==> src/rtl/mips_lsu.sv <==
// MIPS load/store unit: sub-word loads with extension, read-modify-write byte/half stores.
// Optional MIPS_LSU_MISALIGN_TRAP_EN: misaligned requests trap instead of being force-aligned.
module mips_lsu (
  input  logic        clk,
  input  logic        reset,
  input  logic        req_valid,
  output logic        req_ready,
  input  logic        req_write,
  input  logic [1:0]  req_size,
  input  logic        req_signed,
  input  logic [31:0] req_addr,
  input  logic [31:0] req_wdata,
  input  logic [4:0]  req_rd,
  output logic [31:0] mem_addr,
  output logic        mem_read,
  output logic        mem_write,
  output logic [31:0] mem_wdata,
  input  logic [31:0] mem_rdata,
  output logic        wb_valid,
  output logic [31:0] wb_data,
  output logic [4:0]  wb_rd,
  output logic        exc_misaligned,
  output logic [31:0] exc_addr
);

  typedef enum logic [2:0] {IDLE, LOAD, STORE, RMW_RD, RMW_WR} state_t;

  state_t      state;
  logic [31:0] addr;
  logic [31:0] wdata;
  logic [1:0]  size;
  logic        sgn;
  logic [4:0]  rd;
  logic [1:0]  lane_fix;

  function automatic logic [31:0] load_extract(input logic [31:0] word, input logic [1:0] lane,
                                               input logic [1:0] sz, input logic sx);
    logic [31:0] sh;
    sh = word >> {lane, 3'b000};
    case (sz)
      2'b00:   return sx ? {{24{sh[7]}}, sh[7:0]} : {24'h000000, sh[7:0]};
      2'b01:   return sx ? {{16{sh[15]}}, sh[15:0]} : {16'h0000, sh[15:0]};
      default: return word;
    endcase
  endfunction

  function automatic logic [31:0] store_merge(input logic [31:0] old, input logic [31:0] wd,
                                              input logic [1:0] lane, input logic [1:0] sz);
    logic [31:0] r;
    r = old;
    if (sz == 2'b00) begin
      case (lane)
        2'b00:   r[7:0]   = wd[7:0];
        2'b01:   r[15:8]  = wd[7:0];
        2'b10:   r[23:16] = wd[7:0];
        default: r[31:24] = wd[7:0];
      endcase
    end else if (lane[1]) begin
      r[31:16] = wd[15:0];
    end else begin
      r[15:0] = wd[15:0];
    end
    return r;
  endfunction

  // Misaligned offsets are dropped to the natural boundary; aligned ones pass unchanged.
  always_comb begin
    lane_fix = 2'b00;
    case (req_size)
      2'b00:   lane_fix = req_addr[1:0];
      2'b01:   lane_fix = {req_addr[1], 1'b0};
      default: lane_fix = 2'b00;
    endcase
  end

  assign req_ready = (state == IDLE);
  assign mem_read  = (state == LOAD) || (state == RMW_RD);
  assign mem_write = (state == STORE) || (state == RMW_WR);
  assign mem_addr  = (state == IDLE) ? 32'h0000_0000 : {addr[31:2], 2'b00};
  assign mem_wdata = mem_write ? wdata : 32'h0000_0000;

`ifdef MIPS_LSU_MISALIGN_TRAP_EN
  logic misaligned;
  assign misaligned = ((req_size == 2'b01) && req_addr[0]) ||
                      (req_size[1] && (req_addr[1:0] != 2'b00));
`else
  assign exc_misaligned = 1'b0;
  assign exc_addr       = 32'h0000_0000;
`endif

  always_ff @(posedge clk) begin
    if (reset) begin
      state    <= IDLE;
      addr     <= 32'h0000_0000;
      wdata    <= 32'h0000_0000;
      size     <= 2'b00;
      sgn      <= 1'b0;
      rd       <= 5'd0;
      wb_valid <= 1'b0;
      wb_data  <= 32'h0000_0000;
      wb_rd    <= 5'd0;
`ifdef MIPS_LSU_MISALIGN_TRAP_EN
      exc_misaligned <= 1'b0;
      exc_addr       <= 32'h0000_0000;
`endif
    end else begin
      wb_valid <= 1'b0;
`ifdef MIPS_LSU_MISALIGN_TRAP_EN
      exc_misaligned <= 1'b0;
`endif
      case (state)
        IDLE: begin
          if (req_valid) begin
`ifdef MIPS_LSU_MISALIGN_TRAP_EN
            if (misaligned) begin
              exc_misaligned <= 1'b1;
              exc_addr       <= req_addr;
            end else
`endif
            begin
              addr  <= {req_addr[31:2], lane_fix};
              wdata <= req_wdata;
              size  <= req_size;
              sgn   <= req_signed;
              rd    <= req_rd;
              if (!req_write)       state <= LOAD;
              else if (req_size[1]) state <= STORE;
              else                  state <= RMW_RD;
            end
          end
        end
        LOAD: begin
          wb_valid <= 1'b1;
          wb_data  <= load_extract(mem_rdata, addr[1:0], size, sgn);
          wb_rd    <= rd;
          state    <= IDLE;
        end
        // The merged word replaces wdata so RMW_WR can drive it straight out.
        RMW_RD: begin
          wdata <= store_merge(mem_rdata, wdata, addr[1:0], size);
          state <= RMW_WR;
        end
        STORE:   state <= IDLE;
        RMW_WR:  state <= IDLE;
        default: state <= IDLE;
      endcase
    end
  end

endmodule

==> config.mk <==
export PLATFORM = sky130hd
export DESIGN_NAME = mips_lsu
export DESIGN_NICKNAME = d
export VERILOG_FILES = /design/src/rtl/mips_lsu.sv
export SDC_FILE = /design/constraint.sdc
export NUM_CORES = 1
export LEC_CHECK = 0
export ABC_AREA = 1
export CELL_PAD_IN_SITES_DETAIL_PLACEMENT = 1
export CELL_PAD_IN_SITES_GLOBAL_PLACEMENT = 1
export CORE_MARGIN = 2
export CORE_UTILIZATION = 27
export CTS_BUF_LIST = sky130_fd_sc_hd__clkbuf_16
export CTS_CLUSTER_DIAMETER = 50
export DETAILED_ROUTE_END_ITERATION = 8
export PLACE_DENSITY = 0.81
export SYNTH_ARGS = -nofsm -noshare
export SYNTH_HDL_FRONTEND = slang
export SYNTH_SLANG_ARGS = --single-unit
==> constraint.sdc <==
create_clock -name clk -period 1.4 [get_ports clk]
set_clock_uncertainty 0.2 [all_clocks]
set_input_delay 0.28 -clock clk [delete_from_list [all_inputs] [get_ports clk]]
set_output_delay 0.28 -clock clk [all_outputs]
set_load 0.1 [all_outputs]
# After elaboration in Yosys (flattened, before gate mapping)
# Cells that the tools add are included.
[word_totals]
out_inout_bits = 138
regBits = 113
input_bits = 108
elab_cells = 55
[classes]
n_reduce_logical = 12
eq_ne = 11
mux = 20
shifts = 1
[op_table]
columns = ["op", "n"]
rows = [
  ["$mux W32", 6],
  ["$pmux W32 S2", 2],
  ["$mux W16", 2],
  ["$mux W8", 4],
  ["$shr A32 B5 Y16", 1],
  ["$eq A2 B1 Y1 const B", 3],
  ["$eq A3 B2 Y1 const B", 2],
  ["$logic_not A2 Y1", 3],
  ["$pmux W3 S2", 1],
  ["$pmux W2 S2", 1],
  ["$reduce_and A2 Y1", 2],
  ["$reduce_and A4 Y1", 1],
  ["$eq A3 B1 Y1 const B", 1],
  ["$eq A3 B3 Y1 const B", 1],
  ["$logic_not A3 Y1", 1],
  ["$mux W3", 1],
  ["$ne A3 B2 Y1 const B", 1],
  ["$ne A3 B3 Y1 const B", 1],
  ["$reduce_and A3 Y1", 1],
  ["$reduce_or A3 Y1", 1],
  ["$eq A2 B2 Y1 const B", 1],
  ["$logic_or A1 B1 Y1", 2],
  ["$mux W1", 2],
  ["$mux W2", 1],
  ["other kinds (2)", 2],
]

# Depth between registers and ports, before layout
# Gate-level depths: netlist of run 1.
[logic_depth]
ltp_word = 5
depth_mapped = 11
ltp_nobuf = 9

# Worst setup path after synthesis of run 1
# OpenSTA, ideal clock, no wires.
[synth_path]
path_kind = "register -> output"
startpoint = "register state[1]"
endpoint = "output port mem_addr[22]"
path_stages_with_launch = 6
path_slack_ps = -1780
required_time_ps = 920
arrival_ps = 2700
n_path_buf = 1
cell_sequence = "dfxtp_1 > inv_1 > nand2_1 > nor2_4 > buf_1 > nor2_1"
[synth_via]
elab_chain_cells = 2
[synth_rtl]
columns = ["element", "line", "text"]
rows = [
  ["start: declaration", "28", "state_t state;"],
  ["start signal: assignment", "93", "state <= IDLE;"],
  ["start signal: assignment", "126", "if (!req_write) state <= LOAD;"],
  ["start signal: assignment", "127", "else if (req_size[1]) state <= STORE;"],
  ["$logic_not A3 Y1", "-", ""],
  ["named net req_ready", "7", "output logic req_ready,"],
  ["$mux W32", "79", "assign mem_addr = (state == IDLE) ? 32'h0000_0000 : {addr[31:2], 2'b00};"],
  ["end: declaration", "14", "output logic [31:0] mem_addr,"],
]
# The timed path passes the listed nets, and every way through them passes these cells.

# Final worst setup path of run 1
[layout_path]
startpoint = "register state[2]"
endpoint = "register wdata[21]"
[layout_via]
elab_chain_cells = 3
elab_cells_between_ends = 6
classes_between = "eq/ne (2); mux (1); reduce/logical (3)"
[layout_rtl]
columns = ["element", "line", "text"]
rows = [
  ["$eq A3 B2 Y1 / $logic_not A3 Y1 (equally long branches)", "111", "case (state)"],
  ["$reduce_bool A2 Y1 (no line) / $ne A2 B2 Y1 (equally long branches)", "-", ""],
  ["$reduce_and A2 Y1 (no line)", "-", ""],
  ["end signal: assignment", "122", "wdata <= req_wdata;"],
  ["end signal: assignment", "140", "wdata <= store_merge(mem_rdata, wdata, addr[1:0], size);"],
  ["end: declaration", "30", "logic [31:0] wdata;"],
]
# Several ways; a longest one is shown, not always the timed one.
# A chain may end at the register's enable or synchronous reset.

==> reports/results.ini, run 1 <==
[sta]
finalSetupTns_ns = -112.44
slew_viol_final = 0
hold_viol = 0
count_of_final_setup_violators = 215
final_period_minus_worst_setup_slack_ns = 2.16
rsz0062_at_grt = yes
max_fclk_mhz = 463
setup_slack_ns = -0.760
layout_worst_path_cycle_share = 1.54
fin_worst_hold_slack_ns = 0.265

[logic_synthesis]
ys_ff_latch = 113
post-synth-top-area-cell = sky130_fd_sc_hd__dfxtp_1
netlist.area_leader.share = 0.350
synth-warning-count = 0
synth.distinct_cells = 27
synth.area.top_cells = sky130_fd_sc_hd__dfxtp_1 (35%), sky130_fd_sc_hd__nand2_1 (14%), sky130_fd_sc_hd__nor2_1 (11%)
yosysSeqAreaShare = 0.350
adder_cell_share_of_the_synthesized_area = 0
synth.area.mux_share = 0
syn_avg_cell_area_um2 = 6.14
compound_gate_portion_of_the_synthesized_area = 0.162
synth_xor_area_frac = 0
syn_area_um2 = 6460
synth_simple_gate_area_frac = 0.327
post_synth_inst_count = 1051
largest_family_of_logic_cells_by_synthesized_area = simple AND/OR/NAND/NOR gates

[floorplan]
die_h_um = 159
top_level_ports = 246
num_rows = 56
die-area_um2 = 25200
die_width_um = 159
placeableCoreArea_um2 = 23500
initial_core_util = 0.275

[global_routing]
pin_count_of_the_biggest_net_entering_global_routing = 43
grt_pass1_vias = 8671
groute.usage.overall = 0.259
wire_length_of_the_first_global_routing_pass_um = 49100
remaining_global_route_overflow = 0
number_of_antenna_violations_at_the_first_check_in_global_routing = 0

[cells_and_area]
multiInputGateArea_um2 = 4680
final_layout_size_suffix_gt1_frac = 0.413
area.sequential_um2 = 2370
antenna_diode_count = 0
layout.nets = 1464
fin_util = 0.568
area_delta_synth_final_pct = 106
fill_cells = 2636
stdcell_area_um2 = 13300

[run]
cap_viol_max_count = 0

[detailed_routing]
routed_via_density = 4.94
ant_nets = 0
wl_per_cell_um = 20.9
initialDrtViolationCount = 448
total_routed_length_um = 35300
routed-via-count = 8343
drt_first_pass_iters = 5
route.detailed.drc = 0

[clock_network]
clkSlewWorstSetupHoldPaths_ns = 0.06
postCtsHoldBufs = 0
cts-htree-levels = 4
tritoncts = yes
worstSkewPairLatency_ns = 0.42
cts_root_buffer_type = sky130_fd_sc_hd__clkbuf_16
deepest_clock_path_buffer_count = 2
cts_num_sinks = 113
numCtsBuffers = 17

[pwr]
p_leak_nw = 5.56
ir_worst_vdd_mv = 0.703
p_per_area_nw_per_um2 = 993

[setup_path]
reg2reg_slack_ns = -0.76
path_max_fanout = 7
reg2reg_from = state[2]$_SDFFE_PP0P_
worst_setup_path_startpoint = state[2]$_SDFFE_PP0P_
worst_ep_required_time_ns = 1.55
timing.setup.critical_path_class = reg -> reg
rr_endpoint = wdata[21]$_SDFFE_PP0P_
r2r.worst_path.cells = 14
type_of_destination_of_the_critical_path = register
crit_path_start_kind = register
cp_data_arrival_time_ns = 2.31
crit_end = wdata[21]$_SDFFE_PP0P_

[placement]
place_congestion = 0.939
place_hpwl_um = 23300
area_post_placement_um2 = 11100
port-buffer-count = 210

[status]
status = complete, but fails checks
failed_checks = setup timing

[min_path]
min-delay-path-class = reg -> reg

[state kept, by name, indices dropped and copies added (netlist names)]
signal,cells
wb_rd,5
sgn,1
addr,32
wb_valid,1
wdata,32
rd,5
wb_data,32
size,2
state,3
[worst min path at each step]
stage / from / end / cells past startpoint / slack (ns)
finish: rd[4]$_SDFFE_PP0P_ / wb_rd[4]$_SDFFE_PP0P_ / 2 / 0.27
floorplan: req_size[1] / state[0]$_SDFFE_PP0P_ / 1 / 0.17
global route: rd[4]$_SDFFE_PP0P_ / wb_rd[4]$_SDFFE_PP0P_ / 2 / 0.29
detailed placement: rd[4]$_SDFFE_PP0P_ / wb_rd[4]$_SDFFE_PP0P_ / 2 / 0.25
global placement: rd[4]$_SDFFE_PP0P_ / wb_rd[4]$_SDFFE_PP0P_ / 2 / 0.23
CTS: req_write / state[1]$_SDFFE_PP0P_ / 3 / 0.24
[synthesized netlist by cell type]
library cell,number
sky130_fd_sc_hd__buf_1,7
sky130_fd_sc_hd__nand2_1,237
sky130_fd_sc_hd__buf_2,17
sky130_fd_sc_hd__nand3_1,68
sky130_fd_sc_hd__nor2_2,2
sky130_fd_sc_hd__clkbuf_1,27
sky130_fd_sc_hd__buf_4,47
sky130_fd_sc_hd__inv_2,3
sky130_fd_sc_hd__nand3_2,2
sky130_fd_sc_hd__nand2_2,3
sky130_fd_sc_hd__o211ai_1,17
sky130_fd_sc_hd__buf_6,2
sky130_fd_sc_hd__nor2_4,1
sky130_fd_sc_hd__nor3b_1,1
sky130_fd_sc_hd__o21ai_1,2
sky130_fd_sc_hd__o21ai_0,88
sky130_fd_sc_hd__a21oi_1,91
sky130_fd_sc_hd__clkbuf_2,1
sky130_fd_sc_hd__nand2_4,2
sky130_fd_sc_hd__inv_1,114
sky130_fd_sc_hd__dfxtp_1,113
sky130_fd_sc_hd__a211oi_1,2
sky130_fd_sc_hd__or2_2,3
sky130_fd_sc_hd__conb_1,1
sky130_fd_sc_hd__nand3_4,1
sky130_fd_sc_hd__nand4_1,2
sky130_fd_sc_hd__nor2_1,197
[cell families after synthesis]
| group | Yosys count |
|---|---|
| other | 1 |
| flip-flops | 113 |
| AND/OR/NAND/NOR | 519 |
| buffers and inverters | 218 |
| AO/OA/AOI/OAI | 200 |
[layout by cell type (no fill, tap or decap), drive strengths merged]
cell and instances:
nand4 2, bufinv 3, o21ai 90, buf 238, clkbuf 20, clkinvlp 6, a21oi 91, clkdlybuf4s50 107
o211ai 17, clkinv 5, a211oi 2, dfxtp 113, nand3 71, inv 118, conb 35, nor3b 1
nand2 247, or2 3, nor2 200
[where the power goes]
group	leakage [nW]	switching, mW	internal [mW]
clock network	0.289	1.80	2.81
logic	4.32	3.15	1.79
registers	0.957	0.203	3.47
total	5.56	5.16	8.08
[final cells by class]
type,instances,area share
inverters,117,0.0353
multi-input cells,759,0.351
repair buffers,348,0.360
clock inverters,15,0.0135
clock buffers,17,0.0319
flip-flops and latches,113,0.178
well taps,319,0.0300
[through the flow]
step | std cells | power [mW] | setup slack (ns)
global placement | 1614 | 7.77 | -0.521
CTS | 1669 | 12.8 | -0.680
floorplan | 1085 | 6.37 | -0.457
finish | 1688 | 13.2 | -0.760
global route | 1688 | 13.7 | -0.821
detailed placement | 1614 | 7.87 | -0.597
[per-layer routing]
| layer | vias to the layer above | GRT usage | share of wire |
|---|---|---|---|
| li1 | 3857 | - | - |
| met1 | 4063 | 0.321 | 0.40 |
| met2 | 344 | 0.438 | 0.50 |
| met3 | 79 | 0.0542 | 0.068 |
| met4 | 0 | 0.103 | 0.034 |
| met5 | - | 0 | 0 |
[critical path: stages (launching register included)]
cell	delay [ns]
sky130_fd_sc_hd__dfxtp_4	0.36
sky130_fd_sc_hd__inv_4	0.08
sky130_fd_sc_hd__nand2_4	0.08
sky130_fd_sc_hd__nor2_4	0.17
sky130_fd_sc_hd__buf_4	0.14
sky130_fd_sc_hd__buf_6	0.08
sky130_fd_sc_hd__buf_6	0.08
sky130_fd_sc_hd__buf_6	0.08
sky130_fd_sc_hd__buf_6	0.10
sky130_fd_sc_hd__nand2_8	0.11
sky130_fd_sc_hd__buf_12	0.18
sky130_fd_sc_hd__buf_12	0.12
sky130_fd_sc_hd__nand2_8	0.08
sky130_fd_sc_hd__o21ai_1	0.07
sky130_fd_sc_hd__a21oi_1	0.15
[repair_timing]
action / 4_1_cts / 5_1_grt
hold endpoints to repair: 0 / 0
endpoints found under the setup margin: 216 / 216
gates cloned: 10 / 6
resized for setup: 145 / 161
setup buffers: 14 / 20
pin swaps: 31 / 43
(Power assumes the default switching activity.)
==> inputs of run 2 (changes only) <==
SKIP_LAST_GASP = 1   (was not set)
==> run 2 against run 1 <==
Net effect:
- the flow still finishes with violations (setup timing)
- sequential cell count is the same
- sequential power is essentially flat
- final area shrank 2.3%
- register-to-register slack gained 0.10 ns
- final cell count shrank 0.30%
- worst hold slack lost 0.019 ns
- wire length shrank 5.5%
- global-route usage shrank 0.17 points
- maximum frequency grew 0.90%
- clock-buffer cell count is the same
- sequential share of layout area grew 0.45 points
- combinational power shrank 3%
- critical path type is now reg -> out
==> reports/results.ini, run 2 (synthesis results as in run 1) <==
[cells_and_area]
most-common-layout-cells = sky130_fd_sc_hd__nand2_1 (226), sky130_fd_sc_hd__buf_12 (123), sky130_fd_sc_hd__nor2_1 (113), sky130_fd_sc_hd__clkdlybuf4s50_1 (107), sky130_fd_sc_hd__inv_1 (105)
area_delta_synth_final_pct = 102
top_regs = addr: 32 flops, wb_data: 32 flops, wdata: 32 flops
leading_cell_type_in_the_layout_fill_and_taps_excluded = sky130_fd_sc_hd__nand2_1
fill_cells = 2667  ; +1.2%
final_layout_size_suffix_gt1_frac = 0.371  ; -0.0425
layout.nets = 1459  ; -0.34%
antenna_diode_count = 0  ; unchanged
stdcell_area_um2 = 13000  ; -2.3%

[detailed_routing]
routed-via-count = 8202  ; -1.7%
routed_via_density = 4.87  ; -1.4%
drt_first_pass_iters = 5  ; unchanged
wl_per_cell_um = 19.8  ; -5.3%
initialDrtViolationCount = 654  ; +46%
ant_nets = 0  ; unchanged
total_routed_length_um = 33400  ; -5.5%
route.detailed.drc = 0  ; unchanged

[sta]
setup_slack_ns = -0.740  ; +0.0192 ns
final_period_minus_worst_setup_slack_ns = 2.14  ; -0.0192 ns
slew_viol_final = 0  ; unchanged
layout_worst_path_cycle_share = 1.53  ; -0.0137
max_fclk_mhz = 467  ; +0.90%
finalSetupTns_ns = -103.69  ; +8.75 ns
rsz0062_at_grt = yes
count_of_final_setup_violators = 215  ; unchanged
hold_viol = 0  ; unchanged

[floorplan]
die_h_um = 159  ; unchanged
die-area_um2 = 25200  ; unchanged
top_level_ports = 246  ; unchanged
die_width_um = 159  ; unchanged
initial_core_util = 0.275  ; unchanged
placeableCoreArea_um2 = 23500  ; unchanged
num_rows = 56  ; unchanged

[status]
failed_checks = setup timing
status = complete, but fails checks

[placement]
place_congestion = 0.939  ; unchanged
area_post_placement_um2 = 11100  ; unchanged
pre_cts_ws_ns = -0.597  ; unchanged
port-buffer-count = 210  ; unchanged
place_hpwl_um = 23300  ; unchanged

[clock_network]
cts_root_buffer_type = sky130_fd_sc_hd__clkbuf_16
clkSlewWorstSetupHoldPaths_ns = 0.06  ; about the same
tritoncts = yes
cts_num_sinks = 113  ; unchanged
numCtsBuffers = 17  ; unchanged
deepest_clock_path_buffer_count = 2  ; unchanged
worstSkewPairLatency_ns = 0.42  ; about the same
postCtsHoldBufs = 0  ; unchanged
cts-htree-levels = 4  ; unchanged

[global_routing]
grt_pass1_vias = 8603  ; -0.78%
groute.usage.overall = 0.257  ; -0.00169
wire_length_of_the_first_global_routing_pass_um = 48700  ; -0.70%
remaining_global_route_overflow = 0  ; unchanged
number_of_antenna_violations_at_the_first_check_in_global_routing = 0  ; unchanged
pin_count_of_the_biggest_net_entering_global_routing = 43  ; unchanged

[run]
cap_viol_max_count = 0  ; unchanged

[pwr]
p_per_area_nw_per_um2 = 999  ; +0.62%
ir_worst_vdd_mv = 0.694  ; -1.2%
p_leak_nw = 5.49  ; -1.3%

[setup_path]
crit_path_start_kind = register
cp_data_arrival_time_ns = 1.66  ; -0.65 ns
type_of_destination_of_the_critical_path = output port
timing.setup.critical_path_class = reg -> out
r2r.worst_path.cells = 12  ; -2
reg2reg_slack_ns = -0.66  ; +0.10 ns
worst_ep_required_time_ns = 0.92  ; -0.63 ns
path_max_fanout = 5  ; -2

[min_path]
min-delay-path-class = reg -> reg
hold_path_depth = 2  ; unchanged

run 2: cell types whose count changed in the layout (fill, tap and decap cells not counted), sizes merged:
cell and change:
clkinv -1, nand2 -2, buf -4, inv +1, clkbuf +1
run 2: layer usage:
metal  vias up  wire (µm)  global-route usage  share of wire
li1       3844          -                   -              -
met1      3945      13500               0.320           0.40
met2       337      16500               0.431           0.50
met3        76       2210              0.0558          0.066
met4         0       1110               0.105          0.033
met5         -          0                   0              0
run 2: path summary, 6_finish.rpt:
path / start / to
max reg2reg: state[2]$_SDFFE_PP0P_ / addr[26]$_SDFFE_PP0P_
min: rd[4]$_SDFFE_PP0P_ / wb_rd[4]$_SDFFE_PP0P_
min reg2reg: rd[4]$_SDFFE_PP0P_ / wb_rd[4]$_SDFFE_PP0P_
max: state[2]$_SDFFE_PP0P_ / mem_addr[17]
run 2: stage by stage:
step | power (mW) | utilization | std cells | hold WS (ns)
after global routing | 13.5 | 0.555 | 1683 | 0.262
after CTS | 12.8 | 0.529 | 1669 | 0.240
after floorplan | 6.37 | - | 1085 | 0.166
after detailed placement | 7.87 | 0.471 | 1614 | 0.248
after global placement | 7.77 | 0.471 | 1614 | 0.231
final | 13.0 | 0.555 | 1683 | 0.246
run 2: layout make-up:
type | count | area (µm²) | share of cell area
timing repair buffer | 345 | 4760 | 0.365
multi-input combinational | 757 | 4420 | 0.339
sequential | 113 | 2380 | 0.182
inverter | 117 | 465 | 0.0357
clock buffer | 17 | 425 | 0.0327
tap | 319 | 399 | 0.0306
clock inverter | 15 | 180 | 0.0138
run 2: power by group:
part,switching (mW),internal (mW),leakage [nW]
Sequential,0.190,3.47,0.958
Clock,1.77,2.81,0.289
Combinational,3.04,1.73,4.25
run 2: worst max-delay path, cell delays in order (launching register included):
cell and delay (ns):
sky130_fd_sc_hd__dfxtp_4 0.35, sky130_fd_sc_hd__inv_4 0.07, sky130_fd_sc_hd__nand2_4 0.08, sky130_fd_sc_hd__nor2_4 0.20
sky130_fd_sc_hd__buf_12 0.17, sky130_fd_sc_hd__buf_4 0.16, sky130_fd_sc_hd__nor2_4 0.05, sky130_fd_sc_hd__buf_12 0.16
run 2: what timing repair did:
action / 4_1_cts / 5_1_grt
endpoints found under the setup margin: 216 / 216
hold endpoints to repair: 0 / 0
cloned: 10 / 4
pin swaps: 25 / 39
buffers inserted: 14 / 16
gates resized for setup: 105 / 142
